<file path="src/rtl/axi_burst_terminator.sv">
// rtl/axi_burst_terminator.sv - AXI4 slave sink that completes every burst on an unused master port.
// Independent write and read FSMs (one outstanding burst each), ID echo, completion counters.
module axi_burst_terminator #(
  parameter int          DATA_WIDTH = 32,
  parameter int          ADDR_WIDTH = 32,
  parameter int          ID_WIDTH   = 4,
  parameter logic [1:0]  WRITE_RESP = 2'b00,
  parameter logic [1:0]  READ_RESP  = 2'b00,
  parameter int          READ_MODE  = 0,
  parameter logic [31:0] READ_FILL  = 32'hDEADBEEF,
  parameter int          CNT_WIDTH  = 16
) (
  input  logic                    clk_i,
  input  logic                    rst_ni,
  input  logic [ID_WIDTH-1:0]     awid_i,
  input  logic [ADDR_WIDTH-1:0]   awaddr_i,
  input  logic [7:0]              awlen_i,
  input  logic                    awvalid_i,
  output logic                    awready_o,
  input  logic [DATA_WIDTH-1:0]   wdata_i,
  input  logic [DATA_WIDTH/8-1:0] wstrb_i,
  input  logic                    wlast_i,
  input  logic                    wvalid_i,
  output logic                    wready_o,
  output logic [ID_WIDTH-1:0]     bid_o,
  output logic [1:0]              bresp_o,
  output logic                    bvalid_o,
  input  logic                    bready_i,
  input  logic [ID_WIDTH-1:0]     arid_i,
  input  logic [ADDR_WIDTH-1:0]   araddr_i,
  input  logic [7:0]              arlen_i,
  input  logic                    arvalid_i,
  output logic                    arready_o,
  output logic [ID_WIDTH-1:0]     rid_o,
  output logic [DATA_WIDTH-1:0]   rdata_o,
  output logic [1:0]              rresp_o,
  output logic                    rlast_o,
  output logic                    rvalid_o,
  input  logic                    rready_i,
  input  logic                    clear_counters_i,
  output logic [CNT_WIDTH-1:0]    wr_count_o,
  output logic [CNT_WIDTH-1:0]    rd_count_o,
  output logic                    burst_error_o
);
  localparam int BYTES = DATA_WIDTH / 8;

  typedef enum logic [1:0] {W_IDLE, W_DATA, W_RESP} w_state_e;
  typedef enum logic       {R_IDLE, R_DATA} r_state_e;

  w_state_e              w_state_q;
  r_state_e              r_state_q;
  logic [7:0]            w_len_q, w_beat_q, r_len_q, r_beat_q;
  logic [ID_WIDTH-1:0]   w_id_q, r_id_q;
  logic [ADDR_WIDTH-1:0] r_addr_q;
  logic                  awready_q, wready_q, bvalid_q, arready_q, rvalid_q, rlast_q;
  logic [ID_WIDTH-1:0]   bid_q, rid_q;
  logic [1:0]            bresp_q, rresp_q;
  logic [DATA_WIDTH-1:0] rdata_q;
  logic [CNT_WIDTH-1:0]  wr_cnt_q, wr_cnt_d, rd_cnt_q, rd_cnt_d;
  logic                  berr_q, berr_d;

  logic                  w_beat_hs, w_is_last, w_err_set, wr_done, rd_done;
  logic [ADDR_WIDTH-1:0] r_addr_next;
  logic                  unused_inputs;

  assign unused_inputs = ^{awaddr_i, wdata_i, wstrb_i};

  function automatic logic [DATA_WIDTH-1:0] beat_data(input logic [ADDR_WIDTH-1:0] a);
    logic [DATA_WIDTH-1:0] d;
    d = '0;
    if (READ_MODE == 1) begin
      for (int i = 0; i < DATA_WIDTH && i < ADDR_WIDTH; i++) d[i] = a[i];
    end else begin
      for (int i = 0; i < DATA_WIDTH && i < 32; i++) d[i] = READ_FILL[i];
    end
    return d;
  endfunction

  assign w_beat_hs   = (w_state_q == W_DATA) && wvalid_i && wready_q;
  assign w_is_last   = wlast_i || (w_beat_q == w_len_q);
  assign w_err_set   = w_beat_hs && (wlast_i != (w_beat_q == w_len_q));
  assign wr_done     = (w_state_q == W_RESP) && bvalid_q && bready_i;
  assign rd_done     = (r_state_q == R_DATA) && rvalid_q && rready_i && rlast_q;
  assign r_addr_next = r_addr_q + ADDR_WIDTH'(BYTES);

  // Write FSM: W is held off (wready=0) until AW has been accepted.
  always_ff @(posedge clk_i or negedge rst_ni) begin
    if (!rst_ni) begin
      w_state_q <= W_IDLE;
      w_len_q   <= '0;
      w_beat_q  <= '0;
      w_id_q    <= '0;
      awready_q <= 1'b0;
      wready_q  <= 1'b0;
      bvalid_q  <= 1'b0;
      bid_q     <= '0;
      bresp_q   <= '0;
    end else begin
      case (w_state_q)
        W_IDLE: begin
          if (awvalid_i && awready_q) begin
            w_id_q    <= awid_i;
            w_len_q   <= awlen_i;
            w_beat_q  <= '0;
            awready_q <= 1'b0;
            wready_q  <= 1'b1;
            w_state_q <= W_DATA;
          end else begin
            awready_q <= 1'b1;
          end
        end
        W_DATA: begin
          if (w_beat_hs) begin
            if (w_is_last) begin
              wready_q  <= 1'b0;
              bvalid_q  <= 1'b1;
              bid_q     <= w_id_q;
              bresp_q   <= WRITE_RESP;
              w_state_q <= W_RESP;
            end else begin
              w_beat_q <= w_beat_q + 8'd1;
            end
          end
        end
        W_RESP: begin
          if (bready_i) begin
            bvalid_q  <= 1'b0;
            awready_q <= 1'b1;
            w_state_q <= W_IDLE;
          end
        end
        default: w_state_q <= W_IDLE;
      endcase
    end
  end

  always_ff @(posedge clk_i or negedge rst_ni) begin
    if (!rst_ni) begin
      r_state_q <= R_IDLE;
      r_len_q   <= '0;
      r_beat_q  <= '0;
      r_id_q    <= '0;
      r_addr_q  <= '0;
      arready_q <= 1'b0;
      rvalid_q  <= 1'b0;
      rlast_q   <= 1'b0;
      rid_q     <= '0;
      rresp_q   <= '0;
      rdata_q   <= '0;
    end else begin
      case (r_state_q)
        R_IDLE: begin
          if (arvalid_i && arready_q) begin
            r_id_q    <= arid_i;
            r_len_q   <= arlen_i;
            r_addr_q  <= araddr_i;
            r_beat_q  <= '0;
            arready_q <= 1'b0;
            rvalid_q  <= 1'b1;
            rid_q     <= arid_i;
            rresp_q   <= READ_RESP;
            rdata_q   <= beat_data(araddr_i);
            rlast_q   <= (arlen_i == 8'd0);
            r_state_q <= R_DATA;
          end else begin
            arready_q <= 1'b1;
          end
        end
        R_DATA: begin
          if (rready_i) begin
            if (rlast_q) begin
              rvalid_q  <= 1'b0;
              rlast_q   <= 1'b0;
              arready_q <= 1'b1;
              r_state_q <= R_IDLE;
            end else begin
              r_beat_q <= r_beat_q + 8'd1;
              r_addr_q <= r_addr_next;
              rdata_q  <= beat_data(r_addr_next);
              rlast_q  <= ((r_beat_q + 8'd1) == r_len_q);
            end
          end
        end
        default: r_state_q <= R_IDLE;
      endcase
    end
  end

  // Clear takes priority over a coincident completion or error.
  always_comb begin
    wr_cnt_d = wr_cnt_q;
    rd_cnt_d = rd_cnt_q;
    berr_d   = berr_q | w_err_set;
    if (clear_counters_i) begin
      wr_cnt_d = '0;
      rd_cnt_d = '0;
      berr_d   = 1'b0;
    end else begin
      if (wr_done && (wr_cnt_q != '1)) wr_cnt_d = wr_cnt_q + 1'b1;
      if (rd_done && (rd_cnt_q != '1)) rd_cnt_d = rd_cnt_q + 1'b1;
    end
  end

  always_ff @(posedge clk_i or negedge rst_ni) begin
    if (!rst_ni) begin
      wr_cnt_q <= '0;
      rd_cnt_q <= '0;
      berr_q   <= 1'b0;
    end else begin
      wr_cnt_q <= wr_cnt_d;
      rd_cnt_q <= rd_cnt_d;
      berr_q   <= berr_d;
    end
  end

  assign awready_o     = awready_q;
  assign wready_o      = wready_q;
  assign bvalid_o      = bvalid_q;
  assign bid_o         = bid_q;
  assign bresp_o       = bresp_q;
  assign arready_o     = arready_q;
  assign rvalid_o      = rvalid_q;
  assign rlast_o       = rlast_q;
  assign rid_o         = rid_q;
  assign rresp_o       = rresp_q;
  assign rdata_o       = rdata_q;
  assign wr_count_o    = wr_cnt_q;
  assign rd_count_o    = rd_cnt_q;
  assign burst_error_o = berr_q;

endmodule

</file>
<file path="config.mk">
export PLATFORM = sky130hd
export DESIGN_NAME = axi_burst_terminator
export DESIGN_NICKNAME = d
export VERILOG_FILES = /design/src/rtl/axi_burst_terminator.sv
export SDC_FILE = /design/constraint.sdc
export NUM_CORES = 1
export LEC_CHECK = 0
export CELL_PAD_IN_SITES_DETAIL_PLACEMENT = 1
export CELL_PAD_IN_SITES_GLOBAL_PLACEMENT = 1
export CORE_UTILIZATION = 31
export DETAILED_ROUTE_END_ITERATION = 10
export PLACE_DENSITY_LB_ADDON = 0.1
export SYNTH_ARGS = -nofsm -noshare
export SYNTH_HDL_FRONTEND = slang
export SYNTH_SLANG_ARGS = --single-unit
export TNS_END_PERCENT = 1
</file>
<file path="constraint.sdc">
create_clock -name clk_i -period 2.7 [get_ports clk_i]
set_input_delay 0.54 -clock clk_i [delete_from_list [all_inputs] [get_ports clk_i]]
set_output_delay 0.54 -clock clk_i [all_outputs]
set_load 0.1 [all_outputs]
</file>
==> out/metrics.cfg <==
[status]
status=finished, violations left
violations_in_the_final_reports=design-rule violations

[grt]
grt_pass1_wl_um=20000
initial_antenna_violation_count=0
grt_util_all_layers=0.159
grt_max_degree=42
global_route.overflow_total=0
first_global_vias=3874

[die]
initial_cell_density_of_the_core=0.321
core-area_um2=14700
placementRows=44
die_width_um=125
die_area_um2=15700
io_pins=216
die-height_um=125

[timing]
worst_setup_slack_final_ps=520
timing.final.hold_violations=0
tns_ps=0
max_slew_margin=0.551
share_of_the_clock_period_used_by_the_worst_path=0.807
tightestPinTransition_ps=668
holdWs_ps=121
drv_slew=0
fmaxAchievable_mhz=459
setup_viol=0
rsz_0062_raised_after_global_routing=false
timing.clock.skew_ps=7.79
final_period_minus_worst_setup_slack_ps=2180

[placed_design]
place.gp.congestion=0.773
worst_slack_at_placement_ps=260
numPortBuffers=103
post-place-cells=737
place.detailed.hpwl_um=8360

[synth]
ys_seq_area_frac=0.461
synth_top_area_cell=sky130_fd_sc_hd__dfrtp_1
synthAdderAreaFrac=0.0132
synth_compound_area_frac=0.0829
yosys_warnings=0
synth_area_per_cell_um2=9.82
synth_enable_flop_cells=0
simple_gate_portion_of_the_synthesized_area=0.224
synth_cells=481
synth-async-reset-ratio=1.00
synth.top_cell.area_share=0.461
multiplexer_area_fraction_after_synthesis=0.0427
synth_ff_type=sky130_fd_sc_hd__dfrtp_1
netlist-cell-type-count=62
fraction_of_synthesized_cell_area_in_xor_and_xnor_cells=0.0927
post-synth-top-count-cell=sky130_fd_sc_hd__dfrtp_1
synth.top_cells.by_area=sky130_fd_sc_hd__dfrtp_1 46%, sky130_fd_sc_hd__buf_4 5.6%, sky130_fd_sc_hd__xnor2_1 4.8%, sky130_fd_sc_hd__nand2_1 4.8%, sky130_fd_sc_hd__nor2_1 4.6%
yosys-top-cells-count=87 x sky130_fd_sc_hd__dfrtp_1, 60 x sky130_fd_sc_hd__nand2_1, 58 x sky130_fd_sc_hd__nor2_1
syn_area_um2=4720
ys_seq_elements=87
synth_top_family_by_area=simple AND/OR/NAND/NOR gates

[clock_network]
cts_tree=built
clkSlewWorstSetupHoldPaths_ps=60
cts.htree.levels=3
cts.repair.resized=0
cts_buffer_depth=2
cts_setup_buffers=0
worst_skew_pair.late_latency_ps=350
cts.root.buffer_cell=sky130_fd_sc_hd__clkbuf_16
cts_num_sinks=87
number_of_buffers_inserted_during_clock_tree_synthesis=9
ctsHoldBuffers=0

[setup_path]
worst-endpoint-arrival_ps=2410
worst_setup_path_end_kind=flip-flop
timing.critical_path.from_type=flip-flop
timing_worst_setup_path_type=reg2reg
timing.critical_path.fanout_max=7
crit_required_ps=2930

[cells_and_area]
final-seq-area_um2=2180
fill_cell_total_of_the_finished_layout=1667
post_route_cells_drive_above_1_share=0.236
finish.utilization=0.401
area_overhead_vs_synth_pct=24.7
final_net_count=702
antenna_cells_inserted=0
instances_no_fill=753
multi_input_comb_area_um2=2200

[detailed_routing]
route.antenna.remaining_nets=0
drt-vias-per-instance=4.90
drc_errors=6
drt_pass1_iterations=9
postRouteWirelength_um=11700
drt_iter0_markers=220
dr_total_vias=3688
avg_wl_per_cell_um=15.6

[pwr]
power_leakage_nw=2.56
powerDensity_nw_per_um2=889
power.ir.vdd_worst_mv=0.621

[flow_run]
cap_viol_max_count=0

[worst_hold_path]
holdCritPathClass=in2async

-- metrics by stage --
stage,power [mW],instance area (µm²)
global route,5.54,5890
CTS,5.32,5890
global placement,3.93,5580
floorplan,3.46,4760
finish,5.23,5890
detailed placement,3.97,5580
-- power breakdown --
group | leakage [nW] | internal [mW] | switching [mW] | total (mW)
Clock | 0.145 | 0.770 | 0.537 | 1.31
Combinational | 1.29 | 0.630 | 1.35 | 1.98
Sequential | 1.12 | 1.63 | 0.318 | 1.94
Total | 2.56 | 3.03 | 2.21 | 5.23
-- logic make-up (layout without fill, tap and decap cells) --
group | count (synthesis) | after routing
AO/OA/AOI/OAI | 54 | 54
XOR/XNOR | 50 | 50
other | 1 | 12
adder cells (fa/ha/maj) | 5 | 5
buffers and inverters | 60 | 137
AND/OR/NAND/NOR | 206 | 206
flip-flops | 87 | 87
multiplexers | 18 | 18
-- critical path, cell delays in order, from the launching register on --
cell                      delay (ps)
sky130_fd_sc_hd__dfrtp_1         420
sky130_fd_sc_hd__xor2_1          180
sky130_fd_sc_hd__nor4_1          320
sky130_fd_sc_hd__nand2_1         110
sky130_fd_sc_hd__ha_1            200
sky130_fd_sc_hd__buf_4           150
sky130_fd_sc_hd__nor3_2          160
sky130_fd_sc_hd__buf_4           190
sky130_fd_sc_hd__mux2_2          340
-- worst paths after layout --
kind	start	endpoint	slack, ps	cells after the start
max in group asynchronous	rst_ni	wr_count_o[5]	1970	2
min in group clk_i	rid_o[3]	rid_o[3]	490	2
max	w_beat_q[6]	bid_o[1]	520	8
min reg2reg	rid_o[3]	rid_o[3]	490	2
min	rst_ni	w_beat_q[7]	120	1
max reg2reg	w_beat_q[6]	bid_o[1]	520	8
-- state kept, by name, summed over array words and instances, names as in the netlist, 4 cells and up --
name / flops
bid_o: 4
w_beat_q: 8
rd_count_o: 16
wr_count_o: 16
r_beat_q: 8
w_len_q: 8
rid_o: 4
w_id_q: 4
r_len_q: 8
-- routing by layer --
layer / GRT usage / share of wire / wire, µm / vias to the layer above
li1: - / - / - / 1777
met1: 0.214 / 0.47 / 5540 / 1813
met2: 0.255 / 0.47 / 5500 / 83
met3: 0.0325 / 0.045 / 526 / 15
met4: 0.0560 / 0.015 / 175 / 0
met5: 0 / 0 / 0 / -
-- cell type report --
cell class	instances	share of cell area
clock buffer	12	0.0436
sequential	87	0.370
multi-input combinational	345	0.373
clock inverter	4	0.00914
inverter	7	0.00446
tap	184	0.0391
timing repair buffer	114	0.161
-- cell usage in the layout, fill, tap and decap left out, drive strengths merged, types with 3 or more instances in the layout --
cell type / instances
dfrtp: 87
buf: 83
nand2: 60
nor2: 58
clkdlybuf4s50: 31
xnor2: 26
xor2: 24
nand4: 17
mux2: 17
nand3: 16
o21ai: 15
conb: 12
a21oi: 12
clkbuf: 12
nor3: 10
nor4: 8
inv: 7
and3: 6
and2: 5
ha: 5
a211oi: 5
nor2b: 4
a2111oi: 4
o31ai: 3
nor4b: 3
Note: power is estimated with default switching activity, not from simulation.
